$ cat src/rtl/rgb2hsv_pkg.sv
// Shared constants, sector encoding and latency helper for the RGB-to-HSV stream converter.
package rgb2hsv_pkg;

  localparam int unsigned HUE_W      = 9;
  localparam int unsigned HUE_SECTOR = 60;
  localparam int unsigned HUE_MAX    = 360;

  localparam int unsigned HUE_BASE_R = 0;
  localparam int unsigned HUE_BASE_G = 120;
  localparam int unsigned HUE_BASE_B = 240;

  typedef enum logic [1:0] {
    SEC_R,
    SEC_G,
    SEC_B
  } sector_t;

  // Stage 1 + stage 2 + COMP_W divider stages + output register.
  function automatic int unsigned rgb2hsv_latency(input int unsigned comp_w);
    return comp_w + 32'd3;
  endfunction

endpackage

$ cat src/rtl/hsv_pipe_div.sv
// Pipelined restoring divider: one quotient bit per stage, MSB first, all stages gated by en.
// Requires num < den * 2^Q_W so the upper numerator bits seed a remainder below den.
module hsv_pipe_div #(
  parameter int unsigned NUM_W = 14,
  parameter int unsigned DEN_W = 8,
  parameter int unsigned Q_W   = 8
) (
  input  logic             clk,
  input  logic             rst,
  input  logic             en,
  input  logic [NUM_W-1:0] num,
  input  logic [DEN_W-1:0] den,
  output logic [Q_W-1:0]   quo
);

  for (genvar k = 0; k < Q_W; k++) begin : g_stage
    logic [DEN_W-1:0] rem_i;
    logic [DEN_W-1:0] den_i;
    logic [Q_W-1:0]   quo_i;
    logic             cur_bit;
    logic [DEN_W:0]   trial;
    logic             ge;
    logic [Q_W-1:0]   quo_nx;
    logic [Q_W-1:0]   quo_r;

    if (k == 0) begin : g_in
      assign rem_i   = DEN_W'(num[NUM_W-1:Q_W]);
      assign den_i   = den;
      assign quo_i   = '0;
      assign cur_bit = num[Q_W-1];
    end else begin : g_chain
      assign rem_i   = g_stage[k-1].g_pass.rem_r;
      assign den_i   = g_stage[k-1].g_pass.den_r;
      assign quo_i   = g_stage[k-1].quo_r;
      assign cur_bit = g_stage[k-1].g_pass.lo_r[Q_W-1-k];
    end

    assign trial = {rem_i, cur_bit};
    assign ge    = (trial >= {1'b0, den_i});

    always_comb begin
      quo_nx = quo_i;
      if (ge) quo_nx[Q_W-1-k] = 1'b1;
    end

    always_ff @(posedge clk) begin
      if (rst) quo_r <= '0;
      else if (en) quo_r <= quo_nx;
    end

    // Remainder, divisor and unconsumed numerator bits travel on to the next stage.
    if (k < Q_W - 1) begin : g_pass
      logic [DEN_W-1:0] rem_nx;
      logic [DEN_W-1:0] rem_r;
      logic [DEN_W-1:0] den_r;
      logic [Q_W-2-k:0] lo_i;
      logic [Q_W-2-k:0] lo_r;

      if (k == 0) begin : g_lo0
        assign lo_i = num[Q_W-2:0];
      end else begin : g_lon
        assign lo_i = g_stage[k-1].g_pass.lo_r[Q_W-2-k:0];
      end

      always_comb begin
        rem_nx = trial[DEN_W-1:0];
        if (ge) rem_nx = DEN_W'(trial - {1'b0, den_i});
      end

      always_ff @(posedge clk) begin
        if (rst) begin
          rem_r <= '0;
          den_r <= '0;
          lo_r  <= '0;
        end else if (en) begin
          rem_r <= rem_nx;
          den_r <= den_i;
          lo_r  <= lo_i;
        end
      end
    end
  end

  assign quo = g_stage[Q_W-1].quo_r;

endmodule

$ cat src/rtl/rgb_to_hsv_stream.sv
// Fully pipelined RGB-to-HSV converter with valid/ready on both sides and a sideband field.
// Define RGB2HSV_ROUND_EN for round-half-up division instead of truncation.
module rgb_to_hsv_stream
  import rgb2hsv_pkg::*;
#(
  parameter int unsigned COMP_W = 8,
  parameter int unsigned USER_W = 2
) (
  input  logic              clk,
  input  logic              rst,
  input  logic              in_valid,
  output logic              in_ready,
  input  logic [COMP_W-1:0] in_r,
  input  logic [COMP_W-1:0] in_g,
  input  logic [COMP_W-1:0] in_b,
  input  logic [USER_W-1:0] in_user,
  output logic              out_valid,
  input  logic              out_ready,
  output logic [HUE_W-1:0]  out_h,
  output logic [COMP_W-1:0] out_s,
  output logic [COMP_W-1:0] out_v,
  output logic [USER_W-1:0] out_user
);

  localparam int unsigned DIV_ST = rgb2hsv_latency(COMP_W) - 32'd3;
  localparam int unsigned HNUM_W = COMP_W + 6;
  localparam int unsigned SNUM_W = 2 * COMP_W;
  localparam logic [COMP_W-1:0] CMAX = '1;

  logic en;
  assign en       = !out_valid || out_ready;
  assign in_ready = en;

  // Stage 1: max/min, delta and dominant sector (R > G > B on ties).
  logic [COMP_W-1:0] max_c, min_c;
  sector_t           sec_c;

  always_comb begin
    sec_c = SEC_R;
    max_c = in_r;
    if (in_r >= in_g && in_r >= in_b) begin
      sec_c = SEC_R;
      max_c = in_r;
    end else if (in_g >= in_b) begin
      sec_c = SEC_G;
      max_c = in_g;
    end else begin
      sec_c = SEC_B;
      max_c = in_b;
    end
    min_c = in_r;
    if (in_g < min_c) min_c = in_g;
    if (in_b < min_c) min_c = in_b;
  end

  logic              s1_valid;
  logic [COMP_W-1:0] s1_r, s1_g, s1_b, s1_max, s1_delta;
  sector_t           s1_sec;
  logic [USER_W-1:0] s1_user;

  always_ff @(posedge clk) begin
    if (rst) begin
      s1_valid <= 1'b0;
      s1_r     <= '0;
      s1_g     <= '0;
      s1_b     <= '0;
      s1_max   <= '0;
      s1_delta <= '0;
      s1_sec   <= SEC_R;
      s1_user  <= '0;
    end else if (en) begin
      s1_valid <= in_valid;
      s1_r     <= in_r;
      s1_g     <= in_g;
      s1_b     <= in_b;
      s1_max   <= max_c;
      s1_delta <= max_c - min_c;
      s1_sec   <= sec_c;
      s1_user  <= in_user;
    end
  end

  // Stage 2: hue/saturation numerators, hue sign and sector base.
  logic [COMP_W:0]   diff;
  logic              neg_c;
  logic [COMP_W-1:0] mag_c;
  logic [HUE_W-1:0]  base_c;
  logic [HNUM_W-1:0] hnum_c;
  logic [SNUM_W-1:0] snum_c;

  always_comb begin
    diff   = {1'b0, s1_g} - {1'b0, s1_b};
    base_c = HUE_W'(HUE_BASE_R);
    case (s1_sec)
      SEC_G: begin
        diff   = {1'b0, s1_b} - {1'b0, s1_r};
        base_c = HUE_W'(HUE_BASE_G);
      end
      SEC_B: begin
        diff   = {1'b0, s1_r} - {1'b0, s1_g};
        base_c = HUE_W'(HUE_BASE_B);
      end
      default: ;
    endcase
    neg_c  = diff[COMP_W];
    mag_c  = neg_c ? COMP_W'(-diff) : diff[COMP_W-1:0];
    hnum_c = HNUM_W'(mag_c) * HNUM_W'(HUE_SECTOR);
    snum_c = SNUM_W'(s1_delta) * SNUM_W'(CMAX);
`ifdef RGB2HSV_ROUND_EN
    hnum_c = hnum_c + HNUM_W'(s1_delta >> 1);
    snum_c = snum_c + SNUM_W'(s1_max >> 1);
`endif
  end

  logic              s2_valid, s2_neg;
  logic [HNUM_W-1:0] s2_hnum;
  logic [SNUM_W-1:0] s2_snum;
  logic [COMP_W-1:0] s2_delta, s2_max;
  logic [HUE_W-1:0]  s2_base;
  logic [USER_W-1:0] s2_user;

  always_ff @(posedge clk) begin
    if (rst) begin
      s2_valid <= 1'b0;
      s2_neg   <= 1'b0;
      s2_hnum  <= '0;
      s2_snum  <= '0;
      s2_delta <= '0;
      s2_max   <= '0;
      s2_base  <= '0;
      s2_user  <= '0;
    end else if (en) begin
      s2_valid <= s1_valid;
      s2_neg   <= neg_c;
      s2_hnum  <= hnum_c;
      s2_snum  <= snum_c;
      s2_delta <= s1_delta;
      s2_max   <= s1_max;
      s2_base  <= base_c;
      s2_user  <= s1_user;
    end
  end

  logic [COMP_W-1:0] q_h, q_s;

  hsv_pipe_div #(.NUM_W(HNUM_W), .DEN_W(COMP_W), .Q_W(DIV_ST)) u_hue_div (
    .clk (clk),
    .rst (rst),
    .en  (en),
    .num (s2_hnum),
    .den (s2_delta),
    .quo (q_h)
  );

  hsv_pipe_div #(.NUM_W(SNUM_W), .DEN_W(COMP_W), .Q_W(DIV_ST)) u_sat_div (
    .clk (clk),
    .rst (rst),
    .en  (en),
    .num (s2_snum),
    .den (s2_max),
    .quo (q_s)
  );

  // Side data delayed alongside the divider stages.
  logic [DIV_ST-1:0]             sd_valid, sd_neg, sd_zero;
  logic [DIV_ST-1:0][HUE_W-1:0]  sd_base;
  logic [DIV_ST-1:0][COMP_W-1:0] sd_max;
  logic [DIV_ST-1:0][USER_W-1:0] sd_user;

  always_ff @(posedge clk) begin
    if (rst) begin
      sd_valid <= '0;
      sd_neg   <= '0;
      sd_zero  <= '0;
      sd_base  <= '0;
      sd_max   <= '0;
      sd_user  <= '0;
    end else if (en) begin
      sd_valid <= {sd_valid[DIV_ST-2:0], s2_valid};
      sd_neg   <= {sd_neg[DIV_ST-2:0], s2_neg};
      sd_zero  <= {sd_zero[DIV_ST-2:0], (s2_delta == '0)};
      sd_base  <= {sd_base[DIV_ST-2:0], s2_base};
      sd_max   <= {sd_max[DIV_ST-2:0], s2_max};
      sd_user  <= {sd_user[DIV_ST-2:0], s2_user};
    end
  end

  // Final hue: always offset negatives by 360, then fold anything >= 360 back.
  logic [9:0] h_sum;

  always_comb begin
    if (sd_neg[DIV_ST-1])
      h_sum = 10'(sd_base[DIV_ST-1]) + 10'(HUE_MAX) - 10'(q_h);
    else
      h_sum = 10'(sd_base[DIV_ST-1]) + 10'(q_h);
    if (h_sum >= 10'(HUE_MAX)) h_sum = h_sum - 10'(HUE_MAX);
  end

  always_ff @(posedge clk) begin
    if (rst) begin
      out_valid <= 1'b0;
      out_h     <= '0;
      out_s     <= '0;
      out_v     <= '0;
      out_user  <= '0;
    end else if (en) begin
      out_valid <= sd_valid[DIV_ST-1];
      out_v     <= sd_max[DIV_ST-1];
      out_user  <= sd_user[DIV_ST-1];
      if (sd_zero[DIV_ST-1]) begin
        out_h <= '0;
        out_s <= '0;
      end else begin
        out_h <= HUE_W'(h_sum);
        out_s <= q_s;
      end
    end
  end

endmodule

$ cat config.mk
export PLATFORM = sky130hd
export DESIGN_NAME = rgb_to_hsv_stream
export DESIGN_NICKNAME = d
export VERILOG_FILES = /design/src/rtl/rgb2hsv_pkg.sv /design/src/rtl/hsv_pipe_div.sv /design/src/rtl/rgb_to_hsv_stream.sv
export SDC_FILE = /design/constraint.sdc
export NUM_CORES = 2
export LEC_CHECK = 0
export BUFFER_PORTS_ARGS = -buffer_cell sky130_fd_sc_hd__buf_2
export CAP_MARGIN = 10
export CORE_ASPECT_RATIO = 0.7
export CORE_MARGIN = 8
export CORE_UTILIZATION = 69
export DETAILED_ROUTE_END_ITERATION = 8
export PLACE_DENSITY = 0.95
export SLEW_MARGIN = 20
export SYNTH_ARGS = -nofsm -noshare
export SYNTH_HDL_FRONTEND = slang
export SYNTH_SLANG_ARGS = --single-unit
$ cat constraint.sdc
create_clock -name clk -period 17.09 [get_ports clk]
set_clock_uncertainty 0.05 [all_clocks]
set_input_delay 3.418 -clock clk [delete_from_list [all_inputs] [get_ports clk]]
set_output_delay 3.418 -clock clk [all_outputs]
set_load 0.01 [all_outputs]
; Yosys cells after proc, flatten, opt, wreduce, memory -nomap -nowiden
; Index checks and enable logic that the tools add are counted.
; Widths: inputs -> output; s select.
[word_totals]
reg_bits = 589
inputBits = 30
output_inout_bits = 29
elab_cells = 193
[op_classes]
addsub = 23
multipliers = 2
n_lt_le_gt_ge = 22
eq_ne = 2
n_mux = 43
n_reduce_logical = 4
[ops]
columns = cell, n
row1 = $mux 8, 20
row2 = $ge 9x8->1, 15
row3 = $sub 8x8->8, 14
row4 = $sub 8x8->9, 3
row5 = $ge 8x8->1, 3
row6 = $mux 9, 2
row7 = $pmux 9 s2, 1
row8 = $lt 8x8->1, 2
row9 = $mul 8x8->16 const B, 1
row10 = $mux 1, 16
row11 = $pmux 8 s2, 1
row12 = $mul 8x4->12 const B, 1
row13 = $add 9x8->10, 1
row14 = $add 9x9->10 const B, 1
row15 = $ge 10x9->1 const B, 1
row16 = $mux 10, 1
row17 = $sub 10x8->10, 1
row18 = $sub 9x9->9 const B, 1
row19 = $ge 7x8->1, 1
row20 = $logic_not 8->1, 1
row21 = $neg 8->8, 1
row22 = $sub 7x8->8, 1
row23 = $mux 2, 2
row24 = $eq 2x1->1 const B, 1
row25 = 4 further kinds, 4

; Depth between registers and ports, before layout
[depth]
ltp_word = 6
depth_mapped = 27

; Modules after synthesis
; Synthesis repeated with hierarchy kept, for this count alone.
[hier_totals]
hier_cells = 3888
hier_area_um2 = 33124.3
[modules_own_cells]
columns = mod, instances, cells_each, area_per_inst_um2
row1 = rgb_to_hsv_stream, 1, 1802, 14348.8
row2 = hsv_pipe_div (u_sat_div), 1, 1054, 9499.1
row3 = hsv_pipe_div (u_hue_div), 1, 1032, 9276.4

; Worst setup path before layout
; Ideal clock, no wire load.
[synth_path]
path_kind = input -> output
startpoint = input out_ready
endpoint = output in_ready
t_arrival_ns = 4.287
t_required_ns = 13.622
setup_slack_ns = 9.335
stages = 5
path_cell_list = nor2b_1 > clkbuf_1 > inv_2 > clkbuf_1 > buf_1
[synth_between]
elab_chain_cells = 1
[synth_rtl]
columns = item, line_no
row1 = "start, declared", rgb_to_hsv_stream.sv:18  ; input logic out_ready,
row2 = $logic_or 1x1->1, rgb_to_hsv_stream.sv:31  ; assign en = !out_valid || out_ready;
row3 = "end, declared", rgb_to_hsv_stream.sv:12  ; output logic in_ready,
; No other way between the ends.

; Worst setup path in the final report
[layout_path]
startpoint = input in_r[2]
endpoint = register s1_delta[7]
[layout_between]
elab_chain_cells = 5
[layout_rtl]
columns = item, line_no
row1 = "start, declared", rgb_to_hsv_stream.sv:13  ; input logic [COMP_W-1:0] in_r,
row2 = $lt 8x8->1, rgb_to_hsv_stream.sv:52  ; if (in_g < min_c) min_c = in_g;
row3 = $mux 8, rgb_to_hsv_stream.sv:52
row4 = $lt 8x8->1, rgb_to_hsv_stream.sv:53  ; if (in_b < min_c) min_c = in_b;
row5 = $mux 8, rgb_to_hsv_stream.sv:53
row6 = $sub 8x8->8 (*), rgb_to_hsv_stream.sv:77  ; s1_delta <= max_c - min_c;
row7 = "end signal, assigned", rgb_to_hsv_stream.sv:77
row8 = "end, declared", rgb_to_hsv_stream.sv:57  ; logic [COMP_W-1:0] s1_r, s1_g, s1_b, s1_max, s1_delta;
; Mark *: on every way between the ends. The rest lies on a longest branch, timed or not.
; A chain may end at the register's enable or synchronous reset.

==> results.cfg <==
[clocking]
insertion_delay_ns = 0.59
cts_tree = yes
post_cts_resized = 0
cts_buffer_depth = 3
clk_pin_slew_ns = 0.07
clock_sinks = 527
htreeDepth = 2
root_buffer = clkbuf_16
holdBufCountCts = 0
numCtsBuffers = 49
cts_setup_buffers = 0

[drt]
wl_per_cell_um = 16.30
ant_nets = 0
firstDrtPassIters = 8
num_vias = 25610
routed_wirelength_um = 69810
post-route-drc-count = 1
drt_iter0_drc = 2709
via_per_inst = 5.977

[timing]
setup-tns-final_ns = 0
fmaxAchievable_ghz = 0.1174
worst_pin_slew_ns = 1.150
max-slew-margin-rel_pct = 23.14
finalCritPeriodShare_pct = 49.84
hold_viol = 0
slew_violations = 0
setup_violations = 0
rsz0062_at_grt = false
min_period_ns = 8.517

[floorplan]
pin_count = 59
die-area_sq_um = 49310
initial_utilization_pct = 69.45
row_count = 63
core_sq_um = 42090
die_w_um = 262.0
die_h_um = 188.2

[power]
leakagePower_nw = 12.56
p_per_area_nw_per_um2 = 195.5
peakVddDrop_mv = 0.2770
power_mw = 6.132

[grt]
gr-usage-all-layers_pct = 27.42
grt_overflow = 0
grt_pass1_vias = 24410
antenna_found_initial = 2
grt_pass1_wl_um = 116300
grt_max_degree = 219

[finish]
multi_input_area_sq_um = 16820
drive_gt1_share_pct = 5.493
fill_cells = 2822
final_util_pct = 74.50
nNetsFinal = 4044
area_growth_pct = 7.268
regArea_sq_um = 10550
antenna_cells = 0

[setup_path]
slowest_delay_ns = 0.89
crit_family = compound AO/OA/AOI/OAI gates
rrSetupSlack_ns = 10.87
crit_path_frequent_cell = a21o_1
cpMaxStageDelayCell = o21bai_1
r2r_start = s1_r[0]$_SDFFE_PP0P_
rr_endpoint = s2_hnum[12]$_SDFFE_PP0P_
worstPathBufferInverterCount = 3
cp.required_ns = 17.52
reg2reg_depth = 26
worstSetupStartpointType = primary input
endpoint_kind = register
crit_type = in2reg
worstPathArrival_ns = 8.94
worstPathMaxFanout = 14

[placed_design]
portBuffers = 58
dpl.hpwl_um = 46330
globalplace.congestion = 0.9187

[status]
outcome = finished with violations
violations = DRC

[worst_hold_path]
hold_class = reg2reg
hold_depth = 2
hold_start = out_h[3]$_SDFFE_PP0P_
hold_end = out_h[3]$_SDFFE_PP0P_

[synthesis]
synth_edf_count = 0
synthArstFlopShare_pct = 0
synth-seq-cells = 527
ys_warn_count = 0
syn_inst = 3759
syn_area_per_cell_sq_um = 7.777
synthesis.nets = 4110
synth-seq-area-share_pct = 36.09
netlist_area_sq_um = 29230
ys.flop_type = dfxtp_1
synth_cell_types = 76

[job]
drv_cap = 0
## layout by cell type (no fill, tap or decap), types with 59 or more instances in the layout
cell,count
dfxtp_1,527
ha_1,262
a211oi_1,86
a21oi_1,508
nor3_1,105
nand2_1,837
inv_1,305
nor2_1,226
fa_1,59
o21ai_0,132
## cell families after synthesis
kind of cell	synth area share (%)
AND/OR/NAND/NOR	20.71
AO/OA/AOI/OAI	17.54
flip-flops	36.09
buffers and inverters	6.540
adder cells (fa/ha/maj)	15.25
XOR/XNOR	2.718
multiplexers	1.143
## per-layer routing
| metal | global-route usage, % | share of wire, % | vias up |
|---|---|---|---|
| li1 | - | - | 12430 |
| met1 | 37.98 | 44 | 12020 |
| met2 | 43.91 | 46 | 1015 |
| met3 | 4.998 | 8.0 | 142 |
| met4 | 7.044 | 2.0 | 2 |
| met5 | 0 | 0.019 | - |
## area by class of cell
| type | instances | share of cell area [%] |
|---|---|---|
| inverter | 306 | 3.687 |
| sequential | 527 | 33.64 |
| multi-input combinational | 2731 | 53.64 |
| timing repair buffer | 78 | 1.476 |
| tap | 552 | 2.203 |
| clock inverter | 24 | 0.9137 |
| clock buffer | 66 | 4.437 |
## per-stage QoR
| stage | hold slack [ns] | std cells | setup slack (ns) | area, sq um |
|---|---|---|---|---|
| 5_1_grt | 0.4162 | 4284 | 8.242 | 31360 |
| 4_1_cts | 0.4004 | 4283 | 8.687 | 31310 |
| 3_5_place_dp | 0.3908 | 4193 | 8.122 | 29630 |
| 6_report | 0.3962 | 4284 | 8.573 | 31360 |
| 2_1_floorplan | 0.3819 | 3759 | 9.335 | 29230 |
| 3_3_place_gp | 0.3807 | 4193 | 8.246 | 29630 |
## how the worst max path moves through the flow
stage / start / cells after the start / to / slack [ns]
6_report: in_r[2] / 26 / s1_delta[7]$_SDFFE_PP0P_ / 8.57
5_1_grt: in_r[2] / 26 / s1_delta[7]$_SDFFE_PP0P_ / 8.24
4_1_cts: out_ready / 5 / in_ready / 8.69
3_5_place_dp: in_r[2] / 26 / s1_delta[7]$_SDFFE_PP0P_ / 8.12
3_3_place_gp: in_r[2] / 26 / s1_delta[7]$_SDFFE_PP0P_ / 8.25
2_1_floorplan: out_ready / 5 / in_ready / 9.34
## synth_stat cells (3+ instances only)
master / number / share of area (%)
a211oi_1: 86 / 2.2
a21boi_0: 16 / 0.41
a21o_1: 36 / 0.92
a21oi_1: 519 / 8.9
a221oi_1: 4 / 0.12
a31oi_1: 5 / 0.11
and3_1: 5 / 0.11
buf_1: 3 / 0.039
buf_2: 3 / 0.051
clkbuf_1: 185 / 2.4
dfxtp_1: 527 / 36
fa_1: 59 / 4.0
ha_1: 262 / 11
inv_1: 305 / 3.9
mux2_2: 3 / 0.12
mux2i_1: 30 / 1.0
nand2_1: 837 / 11
nand2b_1: 44 / 0.94
nand3_1: 14 / 0.24
nand3b_1: 24 / 0.62
nand4_1: 26 / 0.56
nor2_1: 226 / 2.9
nor2b_1: 57 / 1.2
nor3_1: 105 / 1.8
nor3b_1: 3 / 0.077
nor4_1: 3 / 0.064
o2111ai_1: 13 / 0.39
o211ai_1: 4 / 0.10
o21a_1: 14 / 0.36
o21ai_0: 132 / 2.3
o21ai_1: 3 / 0.051
o21bai_1: 6 / 0.15
o311a_1: 12 / 0.41
o31a_1: 4 / 0.12
or2_2: 12 / 0.26
or3_1: 37 / 0.79
xnor2_1: 57 / 1.7
xor2_1: 30 / 0.90
## power by group
group	switching (mW)	leakage (nW)	internal [mW]
clock	0.491	0.826	0.651
sequential	0.148	4.30	1.42
combinational	1.94	7.43	1.49
total	2.57	12.6	3.56
## worst register-to-register path, delay by kind of cell (launching register included)
kind	cells	cell delay [ns]
AOI/OAI and AO/OA	10	1.80
xor gates and xnor gates	1	0.34
adders and majority gates	5	2.13
buffers and inverters	4	0.37
DFF	1	0.37
and+or+nand+nor	6	1.12
## flip-flops by register name, summed over array words and instances (netlist names), 9 cells and up
name and cells:
u_sat_div.g_stage.quo_r 28, u_hue_div.g_stage.g_pass.lo_r 15, u_hue_div.g_stage.g_pass.den_r 53, u_hue_div.g_stage.quo_r 28, u_sat_div.g_stage.g_pass.lo_r 24, u_sat_div.g_stage.g_pass.rem_r 56, u_hue_div.g_stage.g_pass.rem_r 56, out_h 9
sd_base 24, sd_user 16, s2_snum 16, s2_hnum 12, u_sat_div.g_stage.g_pass.den_r 56
Note: power is estimated with default switching activity, not from simulation.
